### config.mk
export PLATFORM = sky130hd
export DESIGN_NAME = apb_regbank_ws
export DESIGN_NICKNAME = d
export VERILOG_FILES = /design/src/rtl/apb_regbank_ws.sv
export SDC_FILE = /design/constraint.sdc
export NUM_CORES = 1
export LEC_CHECK = 0
export CORE_AREA = 2 2 115 228
export CTS_CLUSTER_DIAMETER = 60
export DETAILED_ROUTE_END_ITERATION = 8
export DIE_AREA = 0 0 117 230
export PLACE_DENSITY = 0.71
export REMOVE_ABC_BUFFERS = 1
export SLEW_MARGIN = 0
export SYNTH_ARGS = -nofsm -noshare
export SYNTH_HDL_FRONTEND = slang
export SYNTH_SLANG_ARGS = --single-unit
### constraint.sdc
create_clock -name clk -period 3.4 [get_ports clk]
set_input_delay 0.34 -clock clk [delete_from_list [all_inputs] [get_ports clk]]
set_output_delay 0.34 -clock clk [all_outputs]
set_load 0.005 [all_outputs]
### src/rtl/apb_regbank_ws.sv
// apb_regbank_ws: parametrised APB slave register bank with wait-state insertion,
// byte-strobed writes, PSLVERR address decode and per-register write pulses.
module apb_regbank_ws #(
   parameter int unsigned DATA_W   = 32,
   parameter int unsigned ADDR_W   = 8,
   parameter int unsigned N_CTRL   = 4,
   parameter int unsigned N_STAT   = 2,
   parameter int unsigned WAIT_CYC = 0
) (
   input  logic                     clk,
   input  logic                     rst,
   input  logic                     PSEL,
   input  logic                     PEN,
   input  logic                     PW,
   input  logic [ADDR_W-1:0]        PADDR,
   input  logic [DATA_W-1:0]        PWDATA,
   input  logic [DATA_W/8-1:0]      PSTRB,
   output logic                     PREADY,
   output logic [DATA_W-1:0]        PRDATA,
   output logic                     PSLVERR,
   output logic [N_CTRL*DATA_W-1:0] ctrl_q,
   output logic [N_CTRL-1:0]        ctrl_wr_pulse,
   input  logic [N_STAT*DATA_W-1:0] stat_d,
   input  logic [N_STAT-1:0]        stat_we
);

   localparam int unsigned NB        = DATA_W / 8;
   localparam int unsigned N_REG     = N_CTRL + N_STAT;
   localparam logic [3:0]  WAIT_INIT = 4'(WAIT_CYC);

   generate
      if ((DATA_W % 8) != 0 || DATA_W == 0)
         $error("apb_regbank_ws: DATA_W must be a non-zero multiple of 8");
      if (WAIT_CYC > 15)
         $error("apb_regbank_ws: WAIT_CYC must be in 0..15");
      if (ADDR_W < 32 && N_REG > (32'd1 << ADDR_W))
         $error("apb_regbank_ws: N_CTRL+N_STAT exceeds the PADDR space");
   endgenerate

   typedef enum logic {
      IDLE,
      ACCESS
   } state_e;

   state_e            state_q, state_d;
   logic [3:0]        cnt_q, cnt_d;
   logic [DATA_W-1:0] ctrl_reg_q [N_CTRL];
   logic [DATA_W-1:0] ctrl_reg_d [N_CTRL];
   logic [DATA_W-1:0] stat_reg_q [N_STAT];
   logic [N_CTRL-1:0] pulse_q, pulse_d;
   logic [31:0]       paddr_ext;
   logic              addr_err;
   logic              commit;
   logic [DATA_W-1:0] rd_sel;

   assign paddr_ext = 32'(PADDR);
   assign addr_err  = (paddr_ext >= N_REG) || (PW && (paddr_ext >= N_CTRL));

   // A PSEL seen in IDLE (with or without PEN) starts the wait countdown.
   always_comb begin
      state_d = state_q;
      cnt_d   = cnt_q;
      PREADY  = 1'b0;
      case (state_q)
         IDLE: begin
            if (PSEL) begin
               state_d = ACCESS;
               cnt_d   = WAIT_INIT;
            end
         end
         ACCESS: begin
            if (!PSEL) begin
               state_d = IDLE;
            end else if (cnt_q != '0) begin
               cnt_d = cnt_q - 4'd1;
            end else if (PEN) begin
               PREADY  = 1'b1;
               state_d = IDLE;
            end
         end
         default: state_d = IDLE;
      endcase
   end

   assign PSLVERR = PREADY & addr_err;
   assign commit  = PREADY & PW & ~addr_err;

   always_comb begin
      rd_sel = '0;
      for (int unsigned i = 0; i < N_CTRL; i++) begin
         if (paddr_ext == i) rd_sel = ctrl_reg_q[i];
      end
      for (int unsigned j = 0; j < N_STAT; j++) begin
         if (paddr_ext == N_CTRL + j) rd_sel = stat_reg_q[j];
      end
   end

   assign PRDATA = (PREADY && !PW && !addr_err) ? rd_sel : '0;

   always_comb begin
      pulse_d = '0;
      for (int unsigned i = 0; i < N_CTRL; i++) begin
         ctrl_reg_d[i] = ctrl_reg_q[i];
         if (commit && paddr_ext == i) begin
            pulse_d[i] = 1'b1;
            for (int unsigned k = 0; k < NB; k++) begin
               if (PSTRB[k]) ctrl_reg_d[i][8*k +: 8] = PWDATA[8*k +: 8];
            end
         end
      end
   end

   always_ff @(posedge clk or negedge rst) begin
      if (!rst) begin
         state_q <= IDLE;
         cnt_q   <= '0;
         pulse_q <= '0;
         for (int unsigned i = 0; i < N_CTRL; i++) ctrl_reg_q[i] <= '0;
         for (int unsigned j = 0; j < N_STAT; j++) stat_reg_q[j] <= '0;
      end else begin
         state_q <= state_d;
         cnt_q   <= cnt_d;
         pulse_q <= pulse_d;
         for (int unsigned i = 0; i < N_CTRL; i++) ctrl_reg_q[i] <= ctrl_reg_d[i];
         for (int unsigned j = 0; j < N_STAT; j++) begin
            if (stat_we[j]) stat_reg_q[j] <= stat_d[j*DATA_W +: DATA_W];
         end
      end
   end

   for (genvar g = 0; g < N_CTRL; g++) begin : g_ctrl_out
      assign ctrl_q[g*DATA_W +: DATA_W] = ctrl_reg_q[g];
   end

   assign ctrl_wr_pulse = pulse_q;

endmodule

Word-level counts from Yosys, hierarchy flattened

Index checks and enable logic that the tools add are counted.

Word-level logic and storage cells: 90
Input bits: 115
Bits in registers: 201
Output and inout port bits: 166

Muxes and demuxes: 24
Bitwise logic cells: 5
Reductions and logical operators: 29
Equal/unequal tests: 8
Add/sub/neg operators: 1
Magnitude comparators: 2

Operator list:

| cell                | count |
|---|---|
| $mux 32             | 7 |
| $logic_not 32->1    | 1 |
| $reduce_and 2->1    | 16 |
| $eq 8x2->1 const B  | 2 |
| $eq 8x3->1 const B  | 2 |
| $ge 8x3->1 const B  | 2 |
| $mux 1              | 12 |
| $mux 4              | 3 |
| $eq 8x1->1 const B  | 1 |
| $pmux 4 s2          | 1 |
| $logic_and 1x1->1   | 7 |
| $ne 2x2->1 const B  | 2 |
| $reduce_bool 4->1   | 1 |
| $sub 4x1->4 const B | 1 |
| $and 1x1->1         | 3 |
| $reduce_and 3->1    | 1 |
| $logic_not 1->1     | 2 |
| $ne 2x1->1 const B  | 1 |
| $not 1->1           | 2 |
| $pmux 1 s2          | 1 |
| $logic_or 1x1->1    | 1 |

Depth between registers and ports, before layout

Gate-level depths: netlist of the first run.

Word-level depth: 8
Depth in mapped cells: 9

Worst setup path before layout of the first run

No wires, ideal clock.

Path kind: reg-to-output
Start point: register cnt_q[1]
End point: output PRDATA[12]
Slack: 1.209 ns
Path buffers: 2
Arrival: 1.851 ns
Data required time: 3.060 ns
Stages on the path, launching flop included: 10
Cells stage by stage: dfrtp_1 > inv_1 > ha_1 > nor2b_1 > buf_2 > nand2_1 > inv_1 > o2111ai_2 > buf_2 > a2111oi_0

Longest elaborated chain between the ends: 7

RTL lines:

| element                        | line | text |
|---|---|---|
| start: declaration             | 46   | `logic [3:0] cnt_q, cnt_d;` |
| start signal: assignment       | 122  | `cnt_q <= cnt_d;` |
| $reduce_bool 4->1              | 74   | `end else if (cnt_q != '0) begin` |
| $mux 1                         | 74   |  |
| $mux 1                         | 72   | `if (!PSEL) begin` |
| $mux 1                         | 64   | `case (state_q)` |
| net PREADY                     | 18   | `output logic PREADY,` |
| $logic_and 1x1->1 (2 in a row) | 98   | `assign PRDATA = (PREADY && !PW && !addr_err) ? rd_sel : '0;` |
| $mux 32                        | 98   |  |
| end: declaration               | 19   | `output logic [DATA_W-1:0] PRDATA,` |

The timed path passes the listed nets, and every way through them passes these cells.

Final worst setup path of the first run

Start point: register cnt_q[0]
End point: output PRDATA[25]

Longest elaborated chain between the ends: 7

RTL lines:

| element                        | line |
|---|---|
| $reduce_bool 4->1              | 74 |
| $mux 1                         | 74 |
| $mux 1                         | 72 |
| $mux 1                         | 64 |
| $logic_and 1x1->1 (2 in a row) | 98 |
| $mux 32                        | 98 |

No other way between the ends.

==> summary.md, run 1 <==
Timing
* **crit path time final** 3.23 ns
* **Hold Slack** 0.229 ns
* **RSZ-0062 raised after global routing** true
* **worst max-slew margin expressed relative to the limit** 0.245
* **final number of max-transition violations** 0
* **Final setup violation count** 0
* **final-report hold violation count** 0
* **Tightest Pin Transition** 1.13 ns
* **final worst path period share** 0.951
* **final setup skew** 0.0113 ns
* **peak clock frequency supported by timing** 309 MHz
* **final total negative setup slack** 0 ns

Yosys
* **post-synthesis async set-or-reset flop share** 1.00
* **count of unique library cells instantiated by Yosys** 37
* **Post-Synthesis Cells** 707
* **post-synthesis register bit count** 201
* **Mapped Area** 9180 um2
* **count of synthesis-stage warnings from yosys** 0
* **top_reg_cell synth** sky130_fd_sc_hd__dfrtp_1
* **register area share after synthesis** 0.548
* **number of enable flip-flop cells after synthesis** 0
* **Mean Syn Cell Area** 13.0 um2

Drt
* **post-route antenna net violation count** 0
* **average wire per standard cell** 24.4 um
* **average vias per placed instance** 5.38
* **number of iterations in the first detailed-routing pass** 4
* **Iteration-0 DRC Markers** 320
* **vias** 7321
* **final routed DRC violation total** 0
* **total wire length after detailed routing** 33200 um

GRT
* **residual overflow from global routing** 0
* **vias in the first global route** 7773
* **largest net degree at the start of global routing** 81
* **GRT Util Overall** 0.246
* **initial antenna violation count** 5
* **wire length of the first global-routing pass** 48400 um

Placement
* **HPWL after DPL** 24100 um
* **gp weighted congestion** 0.898
* **number of port buffers** 280

Clocking
* **clock latency reported for the late side of the worst-skew pair** 0.49 ns
* **TritonCTS clock tree** yes
* **number of sinks handled by clock tree synthesis** 201
* **Clock Root Buffer** sky130_fd_sc_hd__clkbuf_16
* **number of buffers inserted during clock tree synthesis** 19
* **number of buffers on the longest clock path** 3
* **count of buffers added by post-CTS timing repair for setup** 0
* **CTS clock-pin slew for the worst setup and hold paths** 0.07 ns
* **count of H-tree levels built during CTS** 1

Layout
* **fraction of final layout cells with drive strength greater than 1** 0.316
* **number of nets in the layout** 1125
* **most used cells in the layout excluding fill and tap cells** 274 x sky130_fd_sc_hd__clkdlybuf4s50_1, 223 x sky130_fd_sc_hd__mux2_2, 201 x sky130_fd_sc_hd__dfrtp_1, 51 x sky130_fd_sc_hd__nor2_1, 40 x sky130_fd_sc_hd__o21ai_0
* **Area Growth Syn to Fin** 44.6%
* **most common cell after layout, fill and taps aside** sky130_fd_sc_hd__clkdlybuf4s50_1

Critical path
* **largest fanout of any net on the critical path** 7
* **Critical Path End Type** output port
* **sort of element at the start of the critical path** register
* **data arrival time of the worst path** 2.89 ns
* **required time reported for the critical path endpoint** 3.06 ns
* **category of the critical setup timing path** register to output port

Run
* **MaxCap Viol Count** 0

Floorplanning
* **top-level I/O count** 281
* **effective utilization at floorplan** 0.365
* **core area** 25100 um2
* **die outline width** 117 um
* **die area** 26900 um2
* **FP Rows** 82
* **die extent in y** 230 um

Outcome
* **outcome** finished, final reports clean

Power and ir drop
* **Power Dens Cells** 415 nW/um2
* **IR drop worst, VDD** 0.000510 V
* **Static Leak** 0.00576 uW

Hold path
* **Hold WC Path Type** primary input to register

[metal layers]
metal	wire length (um)	share of wire	global-route usage	up-vias
li1	-	-	-	3270
met1	12000	0.36	0.278	3720
met4	1700	0.051	0.133	0
met3	1440	0.043	0.0277	79
met5	0	0	0	-
met2	18000	0.54	0.440	252
[worst max-delay path: stages, from the launching register on]
cell and delay, ns:
sky130_fd_sc_hd__dfrtp_1 0.41, sky130_fd_sc_hd__inv_1 0.07, sky130_fd_sc_hd__ha_1 0.19, sky130_fd_sc_hd__nor2b_4 0.17
sky130_fd_sc_hd__buf_4 0.16, sky130_fd_sc_hd__nand4_1 0.23, sky130_fd_sc_hd__or3_4 0.46, sky130_fd_sc_hd__o32ai_1 0.16
sky130_fd_sc_hd__clkdlybuf4s50_1 0.56
[sequential cells by signal (all words and copies together) (netlist names)]
name	cells
state_q	1
cnt_q	4
stat_reg_q	64
ctrl_q	128
ctrl_wr_pulse	4
[cell type report]
type	instances	area, um2
Clock inverter	10	135
Timing Repair Buffer	318	3120
Tap cell	336	420
Multi-Input combinational cell	460	4010
Fill cell	2258	11900
Sequential cell	201	5030
Antenna cell	5	12.5
Inverter	9	33.8
Clock buffer	23	510
[timing repair]
item                                    in CTS  in global routing
resized for setup                            5                  9
endpoints found under the setup margin       8                 20
hold buffers                                 1                  0
hold endpoints to repair                    78                  0
[per-stage QoR]
stage / worst slack, ns / utilization / area, um2 / std cells / power (uW)
2_1_floorplan: 1.02 / - / 9030 / 670 / 2880
3_3_place_gp: 0.207 / 0.500 / 12600 / 1323 / 3290
3_5_place_dp: 0.179 / 0.500 / 12600 / 1323 / 3300
4_1_cts: 0.0664 / 0.526 / 13200 / 1357 / 5560
5_1_grt: -0.00555 / 0.528 / 13300 / 1362 / 5710
6_report: 0.165 / 0.528 / 13300 / 1362 / 5510
[cell usage after synthesis, types with 2 or more instances]
cell                        instances  share of area
sky130_fd_sc_hd__buf_1              9         0.0037
sky130_fd_sc_hd__nand4_1            5         0.0034
sky130_fd_sc_hd__o32ai_1            7         0.0067
sky130_fd_sc_hd__nand2_1           13         0.0053
sky130_fd_sc_hd__o211ai_1           6         0.0049
sky130_fd_sc_hd__nor3_1             3         0.0016
sky130_fd_sc_hd__o22ai_1           34          0.023
sky130_fd_sc_hd__clkbuf_1          19         0.0078
sky130_fd_sc_hd__nor4b_1            2         0.0019
sky130_fd_sc_hd__nor4_1             4         0.0027
sky130_fd_sc_hd__o21ai_0           40          0.022
sky130_fd_sc_hd__buf_2              9         0.0049
sky130_fd_sc_hd__a2111oi_0         19          0.018
sky130_fd_sc_hd__mux2_2           223           0.27
sky130_fd_sc_hd__a221oi_1           6         0.0057
sky130_fd_sc_hd__nor2_2            16          0.011
sky130_fd_sc_hd__dfrtp_1          201           0.55
sky130_fd_sc_hd__inv_1              8         0.0033
sky130_fd_sc_hd__mux2i_1            8         0.0087
sky130_fd_sc_hd__nor2_1            51          0.021
sky130_fd_sc_hd__a31oi_1            2         0.0014
sky130_fd_sc_hd__o221ai_1           6         0.0057
sky130_fd_sc_hd__or3_1              2         0.0014
[power breakdown]
| group | leakage [uW] | switching, uW | internal [uW] |
|---|---|---|---|
| logic | 0.00278 | 353 | 359 |
| clock network | 0.000317 | 935 | 1310 |
| registers | 0.00266 | 64.9 | 2490 |
[path summary, 6_finish.rpt]
kind	startpoint	endpoint	slack (ns)	cells past startpoint
worst min-delay path	PADDR[1]	ctrl_wr_pulse[1]	0.23	2
worst min register to register	stat_reg_q[63]	stat_reg_q[63]	0.50	1
min in group asynchronous	rst	stat_reg_q[17]	0.42	2
max in group asynchronous	rst	stat_reg_q[54]	2.08	3
worst max register to register	cnt_q[0]	ctrl_q[107]	0.97	7
worst max-delay path	cnt_q[0]	PRDATA[25]	0.17	8
[cell families (layout without fill, tap and decap cells)]
group | Yosys count | in the layout | synth area share
buf+inv | 46 | 360 | 0.0200
other cells | 0 | 5 | 0
simple gates | 103 | 103 | 0.0555
mux | 232 | 232 | 0.283
fa+ha+maj | 1 | 1 | 0.00136
flops | 201 | 201 | 0.548
compound gates | 124 | 124 | 0.0918
Note: power is estimated with default switching activity, not from simulation.
==> run 2, diff against run 1 <==
SETUP_SLACK_MARGIN = 0.15   (was unset)
==> run 2 against run 1 <==
Sequential cell count unchanged; critical path depth increased by 2; worst setup slack improved by 0.027 ns; routed wire length increased by 3.4%; non-clock buffer count increased by 10; hold slack got worse by 0.0095 ns; clock skew decreased by 0.0021 ns; die area unchanged; highest routed layer unchanged.
==> summary.md, run 2 (synthesis gave the netlist of run 1 again) <==
Drt
* **Iteration-0 DRC Markers** 343, was 320
* **post-route antenna net violation count** 0, unchanged
* **final routed DRC violation total** 0, unchanged
* **average wire per standard cell** 25.0 um, was 24.4 um
* **number of iterations in the first detailed-routing pass** 4, unchanged
* **average vias per placed instance** 5.44, was 5.38
* **vias** 7461, was 7321
* **total wire length after detailed routing** 34300 um, was 33200 um

Layout
* **most used cells in the layout excluding fill and tap cells** 254 x sky130_fd_sc_hd__clkdlybuf4s50_1, 223 x sky130_fd_sc_hd__mux2_2, 201 x sky130_fd_sc_hd__dfrtp_1, 51 x sky130_fd_sc_hd__nor2_1, 40 x sky130_fd_sc_hd__o21ai_0, was 274 x sky130_fd_sc_hd__clkdlybuf4s50_1, 223 x sky130_fd_sc_hd__mux2_2, 201 x sky130_fd_sc_hd__dfrtp_1, 51 x sky130_fd_sc_hd__nor2_1, 40 x sky130_fd_sc_hd__o21ai_0
* **number of nets in the layout** 1135, was 1125
* **number of flip-flops in the largest register** 128, unchanged
* **most common cell after layout, fill and taps aside** sky130_fd_sc_hd__clkdlybuf4s50_1, unchanged
* **post-route non-filler standard cell count** 1372, was 1362
* **fraction of final layout cells with drive strength greater than 1** 0.328, was 0.316
* **post-route cell area** 13500 um2, was 13300 um2
* **Area Growth Syn to Fin** 47.2%, was 44.6%

Clocking
* **clock latency reported for the late side of the worst-skew pair** 0.49 ns, about the same
* **number of sinks handled by clock tree synthesis** 201, unchanged
* **number of buffers on the longest clock path** 3, unchanged
* **TritonCTS clock tree** yes, unchanged
* **CTS clock-pin slew for the worst setup and hold paths** 0.07 ns, about the same
* **Clock Root Buffer** sky130_fd_sc_hd__clkbuf_16, unchanged
* **number of buffers inserted during clock tree synthesis** 19, unchanged
* **count of H-tree levels built during CTS** 1, unchanged

Power and ir drop
* **Comb power frac** 0.134, was 0.129
* **Flop pwr share** 0.461, was 0.464
* **Static Leak** 0.00614 uW, was 0.00576 uW
* **Clk network pwr share** 0.404, was 0.407
* **switch share** 0.248, was 0.246
* **IR drop worst, VDD** 0.000511 V, was 0.000510 V
* **Power Dens Cells** 410 nW/um2, was 415 nW/um2
* **net switching power** 1370 uW, was 1350 uW
* **total internal power** 4170 uW, was 4160 uW

Hold path
* **number of stages on the worst hold path** 2, unchanged
* **Hold WC Path Type** primary input to register, unchanged

Timing
* **final setup skew** 0.00923 ns, was 0.0113 ns
* **RSZ-0062 raised after global routing** true, unchanged
* **peak clock frequency supported by timing** 312 MHz, was 309 MHz
* **final-report hold violation count** 0, unchanged
* **final total negative setup slack** 0 ns, unchanged
* **Final setup violation count** 0, unchanged
* **final number of max-transition violations** 0, unchanged
* **final worst-path setup slack** 0.193 ns, was 0.165 ns
* **Hold Slack** 0.219 ns, was 0.229 ns
* **worst max-slew margin expressed relative to the limit** 0.245, about the same
* **Tightest Pin Transition** 1.13 ns, about the same
* **crit path time final** 3.21 ns, was 3.23 ns
* **final worst path period share** 0.943, was 0.951

GRT
* **largest net degree at the start of global routing** 81, unchanged
* **GRT Util Overall** 0.246, about the same
* **wire length of the first global-routing pass** 48400 um, about the same
* **residual overflow from global routing** 0, unchanged
* **vias in the first global route** 7801, was 7773
* **initial antenna violation count** 5, unchanged

Placement
* **gp weighted congestion** 0.898, unchanged
* **number of port buffers** 280, unchanged
* **HPWL after DPL** 24100 um, unchanged
* **setup slack after placement** 0.179 ns, unchanged
* **dpl cells** 1323, unchanged
* **DP Area** 12600 um2, unchanged

Critical path
* **category of the critical setup timing path** register to output port, unchanged
* **Critical Path End Type** output port, unchanged
* **sort of element at the start of the critical path** register, unchanged
* **data arrival time of the worst path** 2.87 ns, was 2.89 ns
* **Worst R2R Path Depth** 7, unchanged
* **required time reported for the critical path endpoint** 3.06 ns, about the same
* **largest fanout of any net on the critical path** 4, was 7

Floorplanning
* **die area** 26900 um2, unchanged
* **die outline width** 117 um, unchanged
* **effective utilization at floorplan** 0.365, unchanged
* **FP Rows** 82, unchanged
* **die extent in y** 230 um, unchanged
* **core area** 25100 um2, unchanged
* **top-level I/O count** 281, unchanged

Outcome
* **outcome** finished, final reports clean, unchanged

Run
* **MaxCap Viol Count** 0, unchanged

==> run 2: power by group through the flow <==
stage | combinational [uW] | clock [uW] | sequential, uW
finish | 745 | 2240 | 2560
floorplan | 297 | 0 | 2580
CTS | 711 | 2300 | 2560
detailed placement | 703 | 0 | 2600
global route | 801 | 2380 | 2570
global placement | 691 | 0 | 2600
==> run 2: area by class of cell <==
cell class	instances	area [um2]
tap	336	420
sequential	201	5030
fill	2230	11600
clock inverter	10	135
antenna	5	12.5
clock buffer	23	510
timing repair buffer	328	3280
multi-input combinational	460	4090
inverter	9	36.3
==> run 2: routing by layer <==
metal / track usage / vias up / routed length (um)
li1: - / 3278 / -
met1: 0.277 / 3821 / 12300
met2: 0.434 / 272 / 18400
met3: 0.0293 / 90 / 1470
met4: 0.146 / 0 / 2130
met5: 0 / - / 0
==> run 2: metrics by stage <==
stage / total power [uW] / utilization
floorplan: 2880 / -
global placement: 3290 / 0.500
detailed placement: 3300 / 0.500
CTS: 5570 / 0.527
global route: 5750 / 0.538
finish: 5550 / 0.538
==> run 2: repair_timing <==
action	in CTS	in global routing
cloned	0	3
endpoints found under the hold margin	78	0
resized for setup	18	40
setup endpoints to repair	32	29
pin swaps	0	1
hold buffers	1	0
setup buffers	1	6
==> run 2: worst max-delay path, cell delays in order (launching register included) <==
cell,delay (ns)
sky130_fd_sc_hd__dfrtp_1,0.41
sky130_fd_sc_hd__inv_1,0.07
sky130_fd_sc_hd__ha_2,0.19
sky130_fd_sc_hd__nor2b_4,0.19
sky130_fd_sc_hd__nand2_4,0.08
sky130_fd_sc_hd__inv_4,0.07
sky130_fd_sc_hd__o2111ai_4,0.21
sky130_fd_sc_hd__buf_8,0.23
sky130_fd_sc_hd__buf_12,0.13
sky130_fd_sc_hd__a2111oi_2,0.23
sky130_fd_sc_hd__clkdlybuf4s50_1,0.56
==> run 2: worst paths after layout <==
check	to	slack [ns]	from
max in group asynchronous	ctrl_q[40]	2.08	rst
setup reg to reg	ctrl_q[117]	0.92	cnt_q[0]
hold / removal	ctrl_wr_pulse[0]	0.22	PADDR[1]
min in group asynchronous	stat_reg_q[17]	0.42	rst
setup / recovery	PRDATA[26]	0.19	cnt_q[0]
hold reg to reg	stat_reg_q[11]	0.50	stat_reg_q[11]
